File: src/rtl/chirp_phase_gen.sv
// Linear-FM phase generator feeding sine_rom: phase accumulates a frequency word
// that itself ramps by a fixed step every sample, emitting top-M phase bits per strobe.
module chirp_phase_gen #(
  parameter int M     = 10,
  parameter int ACC_W = 32,
  parameter int CNT_W = 16
) (
  input  logic             clk,
  input  logic             rst,
  input  logic             start,
  input  logic             stop,
  input  logic [ACC_W-1:0] cfg_f_start,
  input  logic [ACC_W-1:0] cfg_f_step,
  input  logic [CNT_W-1:0] cfg_len,
  input  logic             cfg_repeat,
  input  logic             sample_en,
  output logic [M-1:0]     addr,
  output logic             addr_valid,
  output logic             busy,
  output logic             done
);

  typedef enum logic {IDLE, SWEEP} state_t;

  state_t           state_q, state_d;
  logic [ACC_W-1:0] phase_q, phase_d, freq_q, freq_d;
  logic [ACC_W-1:0] f_start_q, f_start_d, step_q, step_d;
  logic [CNT_W-1:0] cnt_q, cnt_d, len_q, len_d;
  logic             rpt_q, rpt_d;
  logic [M-1:0]     addr_q, addr_d;
  logic             addr_valid_q, addr_valid_d;
  logic             busy_q, busy_d;
  logic             done_q, done_d;
  logic             done_pend_q, done_pend_d;

  always_comb begin
    state_d      = state_q;
    phase_d      = phase_q;
    freq_d       = freq_q;
    f_start_d    = f_start_q;
    step_d       = step_q;
    cnt_d        = cnt_q;
    len_d        = len_q;
    rpt_d        = rpt_q;
    addr_d       = addr_q;
    addr_valid_d = 1'b0;
    busy_d       = busy_q;
    // done trails the last-sample edge by one cycle so addr_valid and done never coincide
    done_d       = done_pend_q;
    done_pend_d  = 1'b0;
    case (state_q)
      IDLE: begin
        if (start && !stop) begin
          f_start_d = cfg_f_start;
          step_d    = cfg_f_step;
          len_d     = cfg_len;
          rpt_d     = cfg_repeat;
          phase_d   = '0;
          freq_d    = cfg_f_start;
          cnt_d     = '0;
          if (cfg_len == '0) begin
            done_d = 1'b1;
          end else begin
            state_d = SWEEP;
            busy_d  = 1'b1;
          end
        end
      end
      SWEEP: begin
        if (stop) begin
          state_d = IDLE;
          busy_d  = 1'b0;
        end else if (sample_en) begin
          addr_d       = phase_q[ACC_W-1 -: M];
          addr_valid_d = 1'b1;
          phase_d      = phase_q + freq_q;
          freq_d       = freq_q + step_q;
          cnt_d        = cnt_q + CNT_W'(1);
          if (cnt_q == len_q - CNT_W'(1)) begin
            if (rpt_q) begin
              phase_d = '0;
              freq_d  = f_start_q;
              cnt_d   = '0;
            end else begin
              state_d     = IDLE;
              busy_d      = 1'b0;
              done_pend_d = 1'b1;
            end
          end
        end
      end
      default: state_d = IDLE;
    endcase
  end

  always_ff @(posedge clk or posedge rst) begin
    if (rst) begin
      state_q      <= IDLE;
      phase_q      <= '0;
      freq_q       <= '0;
      f_start_q    <= '0;
      step_q       <= '0;
      cnt_q        <= '0;
      len_q        <= '0;
      rpt_q        <= 1'b0;
      addr_q       <= '0;
      addr_valid_q <= 1'b0;
      busy_q       <= 1'b0;
      done_q       <= 1'b0;
      done_pend_q  <= 1'b0;
    end else begin
      state_q      <= state_d;
      phase_q      <= phase_d;
      freq_q       <= freq_d;
      f_start_q    <= f_start_d;
      step_q       <= step_d;
      cnt_q        <= cnt_d;
      len_q        <= len_d;
      rpt_q        <= rpt_d;
      addr_q       <= addr_d;
      addr_valid_q <= addr_valid_d;
      busy_q       <= busy_d;
      done_q       <= done_d;
      done_pend_q  <= done_pend_d;
    end
  end

  assign addr       = addr_q;
  assign addr_valid = addr_valid_q;
  assign busy       = busy_q;
  assign done       = done_q;

endmodule

File: config.mk
export PLATFORM = sky130hd
export DESIGN_NAME = chirp_phase_gen
export DESIGN_NICKNAME = d
export VERILOG_FILES = /design/src/rtl/chirp_phase_gen.sv
export SDC_FILE = /design/constraint.sdc
export NUM_CORES = 1
export LEC_CHECK = 0
export ABC_AREA = 0
export CAP_MARGIN = 5
export CORE_ASPECT_RATIO = 1.75
export CORE_UTILIZATION = 50
export CTS_CLUSTER_DIAMETER = 50
export CTS_CLUSTER_SIZE = 25
export DETAILED_ROUTE_END_ITERATION = 8
export PLACE_DENSITY = 0.71
export SLEW_MARGIN = 20
export SYNTH_ARGS = -nofsm -noshare
export SYNTH_HDL_FRONTEND = slang
export SYNTH_SLANG_ARGS = --single-unit
File: constraint.sdc
create_clock -name clk -period 7 [get_ports clk]
set_clock_uncertainty 0.05 [all_clocks]
set_input_delay 1.4 -clock clk [delete_from_list [all_inputs] [get_ports clk]]
set_output_delay 1.4 -clock clk [all_outputs]
set_load 0.02 [all_outputs]
== Word level (Yosys, flattened, before mapping) ==
Index checks and enable logic that the tools add are counted.
Operators by class
  muxes and demuxes: 43
  $add $sub $neg: 4
  bitwise gates (word level): 2
  reductions and logical operators: 7
  equality and inequality tests: 8
Operators by type and width (number)
  $mux W32: 10
  $pmux W32 S2: 2
  $mux W16: 5
  $add A32 B32 Y32: 2
  $pmux W16 S2: 1
  $mux W1: 23
  $add A16 B1 Y16 const B: 1
  $eq A16 B16 Y1: 1
  $logic_not A16 Y1: 1
  $sub A16 B1 Y16 const B: 1
  $ne A2 B2 Y1 const B: 4
  $ne A3 B3 Y1 const B: 2
  $reduce_and A3 Y1: 2
  $reduce_and A5 Y1: 1
  $pmux W1 S2: 2
  $ne A3 B2 Y1 const B: 1
  $not A1 Y1: 2
  $reduce_and A2 Y1: 1
  $logic_and A1 B1 Y1: 1
  $logic_not A1 Y1: 1
Storage, ports and cells
  output and inout port bits: 13
  flip-flop bits (word level): 176
  input port bits: 86
  word-level logic and storage cells: 77

== Depth between registers and ports, before layout ==
Gate-level depths: netlist (run 1).
  depth after elaboration: 6
  depth in mapped cells: 15
  gate-level depth less buffers: 13

== Worst setup path after synthesis (run 1) ==
OpenSTA, ideal clock, no wires.
  path type: register to register
  start: register len_q[5]
  end: register freq_q[2]
  period minus slack after synthesis: 3.336 ns
  library setup time: 0.135 ns
  data arrival time: 3.151 ns
  path slack: 3.664 ns
  buffers on the path: 4
  required time: 6.815 ns
  cell stages (with the launch flop): 14
  cells stage by stage: dfrtp_1 -> or4_1 -> buf_2 -> or3_1 -> or4_1 -> a21oi_1 -> o211ai_1 -> nor4bb_1 -> buf_4 -> buf_6 -> buf_4 -> o211ai_1 -> o21ai_0 -> o21ai_0
On the way
  word-level cells in the longest chain between the ends: 6
RTL lines
  from (decl): RTL line 28  | logic [CNT_W-1:0] cnt_q, cnt_d, len_q, len_d;
  from (signal assigned): RTL line 118  | len_q <= len_d;
  $sub A16 B1 Y16: RTL line 79  | if (cnt_q == len_q - CNT_W'(1)) begin
  $eq A16 B16 Y1: RTL line 79
  $mux W32: RTL line 79
  $mux W32: RTL line 73  | end else if (sample_en) begin
  $mux W32: RTL line 70  | if (stop) begin
  $pmux W32 S2: RTL line 51  | case (state_q)
  to (signal assigned): RTL line 114  | freq_q <= freq_d;
  to (decl): RTL line 26  | logic [ACC_W-1:0] phase_q, phase_d, freq_q, freq_d;
Every way passes these cells. The select of a mux whose other input is x is not followed.
A chain may end at the register's enable or synchronous reset.

== Worst setup path in the final report (run 1) ==
  start: register len_q[5]
  end: register cnt_q[9]
On the way
  word-level cells in the longest chain between the ends: 6
RTL lines
  $sub A16 B1 Y16: RTL line 79
  $eq A16 B16 Y1: RTL line 79
  $mux W16: RTL line 79
  $mux W16: RTL line 73
  $mux W16: RTL line 70
  $pmux W16 S2: RTL line 51
  to (signal assigned): RTL line 117  | cnt_q <= cnt_d;
  to (decl): RTL line 28
Every way passes these cells. The select of a mux whose other input is x is not followed.

==> summary.txt, run 1 <==
Clock network
  • CTS root buf: clkbuf_16
  • CTS Buf Count: 17
  • Clock Sinks: about 180
  • CTS tree: built
  • Clk buf depth: 2
  • H-tree Lvls: 4
  • Clock slew at reported path FFs: 70 ps
  • Post-CTS sizing: 0
  • Post-CTS Hold Fix Bufs: 0
  • Clk_lat worst skew: 450 ps
  • Post-CTS Setup Bufs: 0

Layout
  • Share of cells above drive strength 1: 4.39%
  • Fin util: 59.5%
  • Fin nets: around 1500
  • Area growth syn-to-layout: 17.0%
  • Final cell count without fillers: approximately 1700
  • N_diodes: 0

Detailed routing
  • Final ANT Viol Nets: 0
  • First-pass DRT Iterations: 5
  • Final WL: 28500 um
  • DR WL/cell: 16.9 um
  • Via/cell ratio: ~5.7
  • DRC Markers: 0
  • Vias: roughly 9500
  • Initial DRC Count: 541

Critical path
  • Crit-path cells: or4_1 -> or3_1 -> or4_1 -> a21oi_1 -> o211ai_1 -> nor4bb_4 -> buf_4 -> nand2b_2 -> o21ai_0 -> nand2_1 -> o21ai_0
  • R2R Setup Slk: 2400 ps
  • R2R Path Start: len_q[5]
  • Worst EP arrival: between 4000 and 5000 ps
  • Critical Path Source: len_q[5]
  • Slowest stage cell, crit path: nand2b_2
  • Reg2Reg Depth: 11
  • Req. time, crit path: 7280 ps
  • CP startpoint kind: register
  • FF-to-FF End: cnt_q[9]
  • CP max stage delay: 820 ps
  • End point of the critical path: cnt_q[9]
  • CP Class: register to register
  • Critical Path Sink Type: register
  • Crit-path max FO: 46

Yosys
  • Top cells by area, synth: dfrtp_1 40%, nand2_1 13%, ha_1 7.4%
  • Synth cell types: 65
  • Synth Instances: 1298
  • Synth Flop Type: dfrtp_1
  • Async SR Flop Fraction: 100%
  • Post-synth EDFFs: 0
  • Synth area leader: dfrtp_1
  • Syn nets: about 1500
  • Syn_area_per_cell: 8.38 um2
  • Post-synthesis instance area: 0.0109 mm2
  • Register bit count reported by yosys: 176
  • Area share of the largest cell type after synthesis: 40.5%
  • Share of the yosys chip area belonging to registers: around two fifths
  • Yosys warnings: 0

Global route
  • Number of global-route vias before repair: approximately 9400
  • Grt ovf: 0
  • Gr usage total: about 27%
  • Pin count of the biggest net entering global routing: 80
  • Number of antenna violations at the first check in global routing: 0
  • First-pass GRT wire length: 46800 um

Placed design
  • HPWL after DPL: 20700 um
  • Worst slack, placed: 2430 ps
  • Final RePlAce weighted congestion: approximately 0.94
  • Placed cells: 1648
  • Port-buffer cells: 98

Die
  • Die Y-Extent: 197 um
  • Die width: between 100 and 150 um
  • Io pins: 99
  • Core region area: 0.0214 mm2
  • DIE AREA: 0.0224 mm2
  • Initial Utilization: between 50% and 60%
  • Std cell rows: 71

STA
  • Relative slew slack: roughly 39%
  • Slew Limit Fails: 0
  • Final Critical Period: 4600 ps
  • Pin slew with the least headroom to its limit: 917 ps
  • Setup ws final: 2400 ps
  • Max Freq: 0.217 GHz
  • Final period utilization: 65.8%
  • Final Hold Fails: 0
  • Final setup vio count: 0
  • Setup_tns: 0 ps
  • RSZ-0062 raised after global routing: false

Run status
  • Run status: completed

Power
  • Power, Total: 4.04 mW
  • Pwr Density: 317 mW/mm2
  • Worst VDD drop: 178 uV
  • Leak Pwr: 6.18 nW

Hold path
  • Hold Path Depth: 1
  • Worst Hold Class: register to register

Flow run
  • Max Cap Viol: 0
==> cell families (layout without fill, tap and decap cells) <==
family,Yosys count,count (layout),synth area share [%]
adder cells (fa/ha/maj),66,66,7.73
buffers and inverters,79,169,3.06
multiplexers,15,15,1.40
AO/OA/AOI/OAI,343,343,20.0
flip-flops,176,176,40.5
XOR/XNOR,73,73,5.88
AND/OR/NAND/NOR,546,546,21.4
==> sequential cells by signal, indices dropped and copies added (netlist names) <==
| name | flops |
|---|---|
| addr | 10 |
| rpt_q | 1 |
| f_start_q | 32 |
| cnt_q | 16 |
| done | 1 |
| state_q | 1 |
| freq_q | 32 |
| addr_valid | 1 |
| len_q | 16 |
| step_q | 32 |
| phase_q | 32 |
| done_pend_q | 1 |
| busy | 1 |
==> critical path: cells and delay by family, from the launching register on <==
| kind | cells | cell delay, ps |
|---|---|---|
| buffers and inverters | 1 | 460 |
| AO/OA/AOI/OAI | 4 | 640 |
| AND/OR/NAND/NOR | 6 | 2860 |
| flip-flops | 1 | 440 |
==> metal layers <==
layer	global-route usage, %	share of wire, %
met5	0	0
met4	13.1	3.6
met3	3.16	2.1
met2	50.3	54
met1	29.6	40
==> power by group <==
| part | internal (mW) | switching [mW] |
|---|---|---|
| Sequential | 1.22 | 0.185 |
| Combinational | 0.730 | 0.897 |
| Clock | 0.544 | 0.462 |
==> worst min-delay path by stage <==
stage                     start   end  slack [ps]
floorplan           done_pend_q  done         370
global placement    done_pend_q  done         380
detailed placement  done_pend_q  done         390
CTS                 done_pend_q  done         410
global route        done_pend_q  done         440
finish              done_pend_q  done         410
==> cell usage after synthesis, drive strengths merged (4+ instances only) <==
library cell,n
buf,11
a211o,6
o31ai,5
clkbuf,39
dfrtp,176
nand3b,7
nor2,48
and2,4
a21oi,71
a31oi,10
nand4,7
nand2b,10
mux2i,13
and3,15
ha,64
nor2b,8
o21ai,115
xnor2,34
inv,29
a22o,9
a311oi,4
a211oi,7
o21bai,10
o211ai,15
a31o,6
nor3,22
o21a,6
nor4,8
xor2,39
nand3,22
or3,9
nand2,374
a21o,51
nor3b,4
==> cells in the final DEF, fill, tap and decap left out, types with 4 or more instances in the layout <==
master           Yosys  routed
nand4_1              7       7
o21bai_1            10      10
o31ai_1              5       5
o21ai_1              8       8
ha_1                64      64
xnor2_1             34      34
inv_6                0       5
a211o_1              6       6
o211ai_1            15      15
nand2_1            374     374
a31oi_1             10      10
and2_1               4       4
xor2_1              39      39
mux2i_1             13      13
a22o_1               9       9
nor3_1              22      22
or3_1                9       9
o21a_1               6       6
nand3_1             22      22
inv_1               29      28
a31o_2               6       6
nand3b_1             7       7
o21ai_0            107     107
clkbuf_16            0      17
dfrtp_1            176     175
a21o_1              51      51
nor2_1              48      47
nand2b_1            10       9
nor2b_1              8       8
buf_4                4      10
clkdlybuf4s50_1      0      98
a211oi_1             7       7
and3_1              15      15
a311oi_1             4       4
nor4_1               8       8
a21oi_1             71      71
==> layout make-up <==
class                   count  area, um2
flip-flops and latches    176       4410
well taps                 292        365
clock inverters            15        194
fillers                  1976       8680
repair buffers            108       1060
inverters                  29        114
multi-input cells        1043       6170
clock buffers              17        425
==> metrics by stage <==
stage	hold WS, ps	area (um2)
global placement	384	12100
CTS	409	12700
floorplan	367	10900
detailed placement	393	12100
global route	436	12700
finish	407	12700
(Power assumes the default switching activity.)
==> run 2, diff against run 1 <==
==> constraint.sdc (replaced) <==
create_clock -name clk -period 4.8 [get_ports clk]
set_clock_uncertainty 0.05 [all_clocks]
set_input_delay 0.96 -clock clk [delete_from_list [all_inputs] [get_ports clk]]
set_output_delay 0.96 -clock clk [all_outputs]
set_load 0.02 [all_outputs]
==> run 2 against run 1 <==
Against the previous run:
- cell count is 0.42% higher
- flip-flop and latch count stayed put
- routed wire length is 0.14% lower
- cell area is 0.26% higher
- worst hold slack worse by 2.3 ps
- sequential power is 46% higher
- die area stayed put
- via count is 0.13% higher
- critical path depth is 1 higher
- register-to-register slack worse by 1800 ps
- critical path type unchanged
- core utilization is 0.15 points higher
==> summary.txt, run 2 (synthesized netlist as in run 1, its figures left out) <==
Detailed routing
  • Final WL: 28400 um (-0.14%)
  • DRC Markers: 0 (unchanged)
  • First-pass DRT Iterations: 7 (+2)
  • Vias: 9561 (+0.13%)
  • DR WL/cell: 16.9 um (-0.55%)
  • Via/cell ratio: 5.67 (-0.29%)
  • Initial DRC Count: 512 (-5.4%)
  • Final ANT Viol Nets: 0 (unchanged)

Clock network
  • Clock slew at reported path FFs: 70 ps (about the same)
  • Post-CTS Setup Bufs: 0 (unchanged)
  • CTS tree: built
  • Clk buf depth: 2 (unchanged)
  • H-tree Lvls: 4 (unchanged)
  • Post-CTS sizing: 0 (unchanged)
  • Clk_lat worst skew: 440 ps (about the same)
  • Post-CTS Hold Fix Bufs: 0 (unchanged)
  • CTS root buf: clkbuf_16
  • CTS Buf Count: 17 (unchanged)
  • Clock Sinks: 176 (unchanged)

Layout
  • # fillers: 1905 (-3.6%)
  • N_diodes: 0 (unchanged)
  • Share of cells above drive strength 1: 4.73% (+0.34 points)
  • Commonest cells after routing, fill and taps aside: 374 x nand2_1, 175 x dfrtp_1, 107 x o21ai_0
  • Most common cell after layout, fill and taps aside: nand2_1
  • Fin util: 59.6% (+0.15 points)
  • Area growth syn-to-layout: 17.3%
  • Fin nets: 1534 (+0.46%)

Placed design
  • HPWL after DPL: 21000 um (+1.4%)
  • Port-buffer cells: 98 (unchanged)
  • Final RePlAce weighted congestion: 0.872 (-7.6%)

Power
  • Pwr Density: 455 mW/mm2 (+44%)
  • Comb pwr share: 41.4% (+1.1 points)
  • Leak Pwr: 6.21 nW (+0.47%)
  • P_sw: 2.18 mW (+41%)
  • Sequential Power Share: 35.0% (+0.3 points)
  • Internal power component: 3.63 mW (+46%)
  • Clock power frac: 23.5% (-1.5 points)
  • Worst VDD drop: 282 uV (+58%)
  • Sw Ratio: 37.5% (-0.74 points)

Global route
  • Pin count of the biggest net entering global routing: 80 (unchanged)
  • Gr usage total: 26.7% (-0.15 points)
  • Number of global-route vias before repair: 9434 (+0.16%)
  • Number of antenna violations at the first check in global routing: 0 (unchanged)
  • Grt ovf: 0 (unchanged)
  • First-pass GRT wire length: 46900 um (+0.19%)

Run status
  • Run status: completed

STA
  • Setup_tns: 0 ps (unchanged)
  • Final period utilization: 87.1% (+21 points)
  • Final Critical Period: 4180 ps (-420 ps)
  • Pin slew with the least headroom to its limit: 916 ps (-1.13 ps)
  • Slew Limit Fails: 0 (unchanged)
  • Final setup vio count: 0 (unchanged)
  • Relative slew slack: 38.8% (+0.075 points)
  • Max Freq: 0.239 GHz (+10%)
  • Final Hold Fails: 0 (unchanged)
  • Tightest hold margin: 404 ps (-2.26 ps)
  • RSZ-0062 raised after global routing: false

Critical path
  • Worst EP arrival: 4470 ps (-410 ps)
  • Critical Path Source: len_q[0]
  • Crit-path max FO: 34 (-26%)
  • CP startpoint kind: register
  • CP Class: register to register
  • Critical Path Sink Type: register
  • R2R Path Start: len_q[0]
  • Req. time, crit path: 5090 ps (-2190 ps)

Die
  • Core region area: 0.0214 mm2 (unchanged)
  • Std cell rows: 71 (unchanged)
  • Die width: 114 um (unchanged)
  • DIE AREA: 0.0224 mm2 (unchanged)
  • Initial Utilization: 50.8% (unchanged)
  • Io pins: 99 (unchanged)
  • Die Y-Extent: 197 um (unchanged)

Hold path
  • Hold path startpoint: done_pend_q
  • Worst Hold Class: register to register

Flow run
  • Max Cap Viol: 0 (unchanged)
[run 2: cell types whose count changed in the layout (fill, tap and decap cells not counted), sizes merged]
cell    change
buf         +7
inv         -7
bufinv      -1
clkinv      +2
clkbuf      +6
[run 2: path summary, 6_finish.rpt]
check / to / slack (ps) / depth (start not counted)
setup / recovery: freq_q[31] / 620 / 12
hold / removal: done / 400 / 1
setup reg to reg: freq_q[31] / 620 / 12
hold reg to reg: done / 400 / 1
max in group asynchronous: phase_q[15] / 2860 / 3
min in group asynchronous: done_pend_q / 960 / 2
[run 2: layout make-up]
cell class                      count  area [um2]  area share (%)
Inverter                           29         113           0.882
Clock buffer                       23         498            3.90
Clock inverter                      9        80.1           0.627
Multi-Input combinational cell   1043        6170            48.3
Sequential cell                   176        4410            34.5
Tap cell                          292         365            2.86
Timing Repair Buffer              115        1130            8.88
[run 2: metal layers]
metal,GRT usage [%],up-vias,routed length [um],share of wire (%)
met5,0,-,0,0
met4,10.7,0,928,3.3
met3,3.31,55,749,2.6
met2,50.5,192,15400,54
met1,29.7,4615,11400,40
li1,-,4699,-,-
[run 2: worst max-delay path: stages, from the launching register on]
cell and delay [ps]:
dfrtp_1 420, inv_1 90, ha_1 250, or4b_2 690
nor3_1 310, and2_1 210, a211oi_1 70, o21ai_0 430
nor4bb_4 320, buf_4 440, nor2_1 250, buf_4 270
a221oi_1 270
[run 2: power groups by stage]
stage | clock network [mW] | logic [mW] | registers [mW]
after floorplan | 0 | 1.81 | 2.00
after global placement | 0 | 2.34 | 2.05
after detailed placement | 0 | 2.38 | 2.06
after CTS | 1.39 | 2.40 | 2.04
after global routing | 1.46 | 2.70 | 2.07
final | 1.37 | 2.41 | 2.04
[run 2: through the flow]
step / instance area (um2) / std cells / power (mW) / setup slack (ps)
floorplan: 10900 / 1298 / 3.81 / 1460
global placement: 12200 / 1655 / 4.39 / 786
detailed placement: 12200 / 1655 / 4.45 / 693
CTS: 12800 / 1687 / 5.83 / 676
global route: 12800 / 1687 / 6.23 / 358
finish: 12800 / 1687 / 5.81 / 617
